`src/rtl/tiny_sched_pkg.sv`:
```
// Shared types and parameter defaults for the tiny stage scheduler.
package tiny_sched_pkg;

  localparam int unsigned TS_LEN_W       = 16;
  localparam int unsigned TS_TIMEOUT_CYC = 1024;

  typedef enum logic [2:0] {
    S_IDLE   = 3'd0,
    S_ARM    = 3'd1,
    S_STREAM = 3'd2,
    S_DRAIN  = 3'd3,
    S_DONE   = 3'd4
  } sched_state_e;

endpackage

```
`src/rtl/tiny_sched_wdog.sv`:
```
// Progress watchdog: fires when TIMEOUT_CYC consecutive active cycles pass without progress.
module tiny_sched_wdog
  import tiny_sched_pkg::*;
#(
  parameter int unsigned TIMEOUT_CYC = TS_TIMEOUT_CYC
) (
  input  logic clk,
  input  logic rst_n,
  input  logic active,
  input  logic progress,
  output logic fire
);

  localparam int unsigned CW = $clog2(TIMEOUT_CYC + 1);

  logic [CW-1:0] cnt_q;

  always_ff @(posedge clk or negedge rst_n) begin
    if (!rst_n) begin
      cnt_q <= '0;
    end else if (!active || progress) begin
      cnt_q <= '0;
    end else begin
      cnt_q <= cnt_q + CW'(1);
    end
  end

  // Fire on the cycle the count would reach the limit so the FSM leaves in step with it.
  assign fire = active && !progress && (cnt_q == CW'(TIMEOUT_CYC - 1));

endmodule

```
`src/rtl/tiny_stage_sched.sv`:
```
// Command sequencer for a chain of tiny BF16 blocks: arms the chain, streams cmd_len beats, waits for drain.
// Optional watchdog compiled in with TINY_SCHED_TIMEOUT_EN.
module tiny_stage_sched
  import tiny_sched_pkg::*;
#(
  parameter int unsigned NUM_BLOCKS  = 4,
  parameter int unsigned LEN_W       = TS_LEN_W,
  parameter int unsigned TIMEOUT_CYC = TS_TIMEOUT_CYC
) (
  input  logic                  clk,
  input  logic                  rst_n,
  input  logic                  cmd_valid,
  output logic                  cmd_ready,
  input  logic [NUM_BLOCKS-1:0] cmd_en_mask,
  input  logic [LEN_W-1:0]      cmd_len,
  input  logic                  src_empty,
  output logic                  src_rd_en,
  input  logic                  sink_tvalid,
  output logic                  stage_start,
  output logic [NUM_BLOCKS-1:0] block_en,
  output logic                  busy,
  output logic                  done,
  output logic                  err
);

  sched_state_e          state_q, state_d;
  logic [LEN_W-1:0]      len_q, issued_q, rcv_q, issued_d, rcv_d;
  logic [NUM_BLOCKS-1:0] mask_q;
  logic                  accept, counting, rd_en, wd_fire, err_w;

  assign accept   = (state_q == S_IDLE) && cmd_valid;
  assign counting = (state_q == S_ARM) || (state_q == S_STREAM) || (state_q == S_DRAIN);
  assign rd_en    = (state_q == S_STREAM) && !src_empty && (issued_q < len_q);
  assign issued_d = issued_q + LEN_W'(rd_en);
  assign rcv_d    = rcv_q + LEN_W'(counting && sink_tvalid && (rcv_q != len_q));

`ifdef TINY_SCHED_TIMEOUT_EN
  logic wd_active;
  logic err_q;

  assign wd_active = (state_q == S_STREAM) || (state_q == S_DRAIN);

  tiny_sched_wdog #(
    .TIMEOUT_CYC (TIMEOUT_CYC)
  ) u_wdog (
    .clk      (clk),
    .rst_n    (rst_n),
    .active   (wd_active),
    .progress (rd_en || sink_tvalid),
    .fire     (wd_fire)
  );

  always_ff @(posedge clk or negedge rst_n) begin
    if (!rst_n) begin
      err_q <= 1'b0;
    end else if (accept) begin
      err_q <= 1'b0;
    end else if (wd_fire) begin
      err_q <= 1'b1;
    end
  end

  assign err_w = err_q;
`else
  logic unused_cfg;
  assign wd_fire    = 1'b0;
  assign err_w      = 1'b0;
  assign unused_cfg = (TIMEOUT_CYC == 0);
`endif

  always_ff @(posedge clk or negedge rst_n) begin
    if (!rst_n) begin
      state_q <= S_IDLE;
    end else begin
      state_q <= state_d;
    end
  end

  always_ff @(posedge clk or negedge rst_n) begin
    if (!rst_n) begin
      len_q    <= '0;
      mask_q   <= '0;
      issued_q <= '0;
      rcv_q    <= '0;
    end else if (accept) begin
      len_q    <= cmd_len;
      mask_q   <= cmd_en_mask;
      issued_q <= '0;
      rcv_q    <= '0;
    end else begin
      issued_q <= issued_d;
      rcv_q    <= rcv_d;
    end
  end

  // Transitions look at the post-increment counts so the last read / last beat retires the phase.
  always_comb begin
    state_d = state_q;
    case (state_q)
      S_IDLE:   if (cmd_valid) state_d = (cmd_len == '0) ? S_DONE : S_ARM;
      S_ARM:    state_d = S_STREAM;
      S_STREAM: begin
        if (wd_fire)                    state_d = S_DONE;
        else if (issued_d == len_q)     state_d = S_DRAIN;
      end
      S_DRAIN:  if (wd_fire || (rcv_d == len_q)) state_d = S_DONE;
      S_DONE:   state_d = S_IDLE;
      default:  state_d = S_IDLE;
    endcase
  end

  always_comb begin
    cmd_ready   = (state_q == S_IDLE);
    busy        = (state_q != S_IDLE);
    stage_start = counting;
    done        = (state_q == S_DONE);
    src_rd_en   = rd_en;
    block_en    = mask_q;
    err         = err_w;
  end

endmodule

```
`config.mk`:
```
export PLATFORM = sky130hd
export DESIGN_NAME = tiny_stage_sched
export DESIGN_NICKNAME = d
export VERILOG_FILES = /design/src/rtl/tiny_sched_pkg.sv /design/src/rtl/tiny_sched_wdog.sv /design/src/rtl/tiny_stage_sched.sv
export SDC_FILE = /design/constraint.sdc
export NUM_CORES = 1
export LEC_CHECK = 0
export CORE_AREA = 5 5 80 100
export CTS_CLUSTER_SIZE = 20
export DETAILED_ROUTE_END_ITERATION = 12
export DIE_AREA = 0 0 85 105
export GPL_ROUTABILITY_DRIVEN = 0
export GPL_TIMING_DRIVEN = 1
export PLACE_DENSITY_LB_ADDON = 0.2
export SYNTH_ARGS = -nofsm -noshare
export SYNTH_HDL_FRONTEND = slang
export SYNTH_SLANG_ARGS = --single-unit
export TNS_END_PERCENT = 50
```
`constraint.sdc`:
```
create_clock -name clk -period 4.6 [get_ports clk]
set_clock_uncertainty 0.05 [all_clocks]
set_input_delay 0.46 -clock clk [delete_from_list [all_inputs] [get_ports clk]]
set_output_delay 0.46 -clock clk [all_outputs]
set_load 0.01 [all_outputs]
```
==> results list <==
- In this run the static leakage power is 1.81 nW.
* RSZ-0062 raised after global routing: no
- Cells along the critical path: inv_1, ha_1, a21o_1, a21o_1, a21oi_1, o2111ai_1, a21oi_1, ha_1, nand3_1, or3_1, nand3_1, o21ai_0, a2111oi_0, nand4_1, o211ai_1
* Number of nets in the synthesized netlist: 456
- # Max-Cap Violations: 0
- Sequential-to-total area share from yosys stat: 37.0%
- In the synthesized netlist, the number of instances is 412.
* Post-CTS setup buffer count: 0
- Overall power consumption after layout is estimated at 1.30 mW.
- Highest cell delay on the worst timing path: 0.57 ns
- Post-route standard cell area excluding fillers: 0.00416 mm^2
- Crit path arrival time: 4.42 ns
* Drt initial violations: 187
- Via count of the first global-routing pass: 3,073
- The H-tree generated during clock tree synthesis spans 2 levels.
* Clock period minus final worst setup slack: 4.24 ns
* Setup TNS: 0 ns
- Worst Path Buf+Inv: 1
- Die height: 105 um
- Ratio of final minimum period to clock period: 92.2%
- Post-cts sizing count: 0
* Final count of hold timing violations: 0
- Critical register-to-register path endpoint: state_q[0]
- The detail route stage leaves a number of antenna-violating nets equal to 0.
* Ys Warns: 0
* Drt via density: 5.86
* Number of rows in the core area: 34
- Number of enable flip-flop cells after synthesis: 0
* DP HPWL: 6910 um
- The largest individual stage delay along the critical path comes from the cell sky130_fd_sc_hd__a2111oi_0.
- Critical path type: register to register
* Post-route worst setup slack: 0.358 ns
- The number of hold buffers added after CTS was 0.
- The clock drives 55 sinks.
- Core Footprint: 0.00689 mm^2
* GRT Overall Usage: 20.5%
- For this run, the detailed router's first-pass iteration total came to 5.
- Buffers placed on the I/O ports in this run total 33.
- The die is 85 um wide.
- Category of cells accounting for the largest share of critical-path delay: compound AO/OA/AOI/OAI gates
* Source of the worst register-to-register timing path: len_q[9]
- CTS Root Buffer Type: sky130_fd_sc_hd__clkbuf_8
* Clock tree from TritonCTS: built
- Across all register-to-register paths, the minimum setup slack is 0.36 ns.
- Total vias in the final route: 3,074
* Remaining routing DRC violations: 0
* Total wire length: 8990 um
- The flow ran to the end, and the final reports show no timing, DRC or antenna violations.
- Tightest slew margin relative to the limit: 53.6%
* Antenna violations before repair: 0
* Clock Pin Slew Worst Setup and Hold Paths: 0.09 ns
- First-pass GRT wire length: 14,700 um
- Effective utilization at floorplan: 53.9%
- Entering global routing, the biggest net connects 56 pins.
- Counting flops and latches in the post-synthesis netlist gives 55.
- The worst setup path is captured at a register.
* Cts bufs inserted: 5
- The net count of the finished layout is 478.
- Asr flop ratio synth: 100%
- Latest clock arrival within the worst-skew pair: 0.31 ns
- Power spread over the standard cell area amounts to 312 mW/mm^2.
- Crit path required time: 4.78 ns
- The worst setup path is launched from a register.
- Worst Reg-to-Reg Cells: 15
* Layout area overhead: 12.1%
- Proportion of layout cells with a drive suffix above 1: 6.21%
- At the placement stage, the worst setup path has a slack of 0.497 ns.
- Synthesized area per cell: 9.02 um^2
- Static timing analysis puts the maximum clock frequency at 0.236 GHz.
- Dividing the detail-routed wire length by the instance count gives 17.1 um.
- The cell area that synthesis handed to floorplanning was 0.00372 mm^2.
- Number of max-slew violations in the final report: 0
- Counting distinct cell types in the post-synthesis netlist gives 54.
- Maximum root-to-sink buffer count: 2
* Critical path fanouts, max: 6
* Most frequently used flop master after synthesis: sky130_fd_sc_hd__dfrtp_1
* Residual overflow from global routing: 0
- Worst Tran Pin Value: 0.696 ns
- I/O pins: 35
- Setup violations remaining at the end of the flow were counted as 0.
- Dpl cell area: 0.00405 mm^2
- Number of diodes added for antenna fixing: 0
* Max IR drop VDD: 0.238 mV
* Worst min-delay path category: input port to asynchronous set/reset pin
* Total Die Area: 0.00893 mm^2
==> placed cells by master (no fill, tap or decap), types with 11 or more instances in the layout <==
cell type,count
sky130_fd_sc_hd__nand2_1,35
sky130_fd_sc_hd__dfrtp_1,55
sky130_fd_sc_hd__nor2_1,50
sky130_fd_sc_hd__nor4_1,11
sky130_fd_sc_hd__inv_1,21
sky130_fd_sc_hd__xor2_1,27
sky130_fd_sc_hd__nor3_1,11
sky130_fd_sc_hd__ha_1,19
sky130_fd_sc_hd__xnor2_1,36
sky130_fd_sc_hd__nand3_1,14
sky130_fd_sc_hd__o21ai_0,22
sky130_fd_sc_hd__clkdlybuf4s50_1,32
==> layout make-up <==
cell class / count / area, um^2
timing repair buffer: 35 / 340
sequential: 55 / 1380
inverter: 21 / 78.8
clock inverter: 2 / 35.0
tap: 90 / 113
fill: 631 / 2730
multi-input combinational: 316 / 2140
clock buffer: 6 / 82.6
==> synth_stat cells (6+ instances only) <==
cell type,n,area (um^2)
sky130_fd_sc_hd__dfrtp_1,55,1380
sky130_fd_sc_hd__ha_1,19,238
sky130_fd_sc_hd__nor2b_1,6,37.5
sky130_fd_sc_hd__o21ai_0,22,110
sky130_fd_sc_hd__nand4_1,9,56.3
sky130_fd_sc_hd__inv_1,21,78.8
sky130_fd_sc_hd__nand2_1,35,131
sky130_fd_sc_hd__a21oi_1,7,35.0
sky130_fd_sc_hd__xor2_1,27,236
sky130_fd_sc_hd__nor4_1,11,68.8
sky130_fd_sc_hd__xnor2_1,36,315
sky130_fd_sc_hd__clkbuf_1,7,26.3
sky130_fd_sc_hd__nor2_1,50,188
sky130_fd_sc_hd__nor3_1,11,55.1
sky130_fd_sc_hd__nand3_1,14,70.1
==> logic make-up after synthesis <==
| family | Yosys count | share of synthesized area (%) |
|---|---|---|
| AO/OA/AOI/OAI | 57 | 10.0 |
| XOR/XNOR | 63 | 14.8 |
| adder cells (fa/ha/maj) | 19 | 6.40 |
| buffers and inverters | 41 | 5.45 |
| flip-flops | 55 | 37.0 |
| multiplexers | 8 | 2.32 |
| other | 1 | 0.101 |
| AND/OR/NAND/NOR | 168 | 23.8 |
==> worst max-delay path by stage <==
stage               startpoint    endpoint  slack (ns)  depth (start not counted)
floorplan             len_q[1]  state_q[0]        0.95                         18
global placement      len_q[9]  state_q[0]        0.53                         15
detailed placement    len_q[9]  state_q[0]        0.50                         15
CTS                   len_q[9]  state_q[0]        0.46                         15
global route          len_q[9]  state_q[0]        0.07                         15
finish                len_q[9]  state_q[0]        0.36                         15
==> registers in the layout (all words and copies together), names as in the netlist <==
register,cells
issued_q,16
block_en,4
rcv_q,16
len_q,16
state_q,3
==> stage by stage <==
stage | cells | util, % | hold slack, ns
2_1_floorplan | 412 | - | 0.114
5_1_grt | 525 | 60.4 | 0.285
3_5_place_dp | 517 | 58.7 | 0.445
6_report | 525 | 60.4 | 0.211
4_1_cts | 525 | 60.4 | 0.246
3_3_place_gp | 517 | 58.7 | 0.439
==> where the power goes <==
group	switching, mW	internal [mW]
clock network	0.153	0.176
registers	0.100	0.541
logic	0.167	0.162
total	0.420	0.879
==> routing by layer <==
metal	wire [um]	GRT usage (%)	up-vias
met1	3640	25.2	1456
li1	-	-	1474
met2	4550	34.7	107
met4	378	10.7	0
met3	429	2.60	37
met5	0	0	-
No activity file was read; power rests on OpenSTA's default activity.
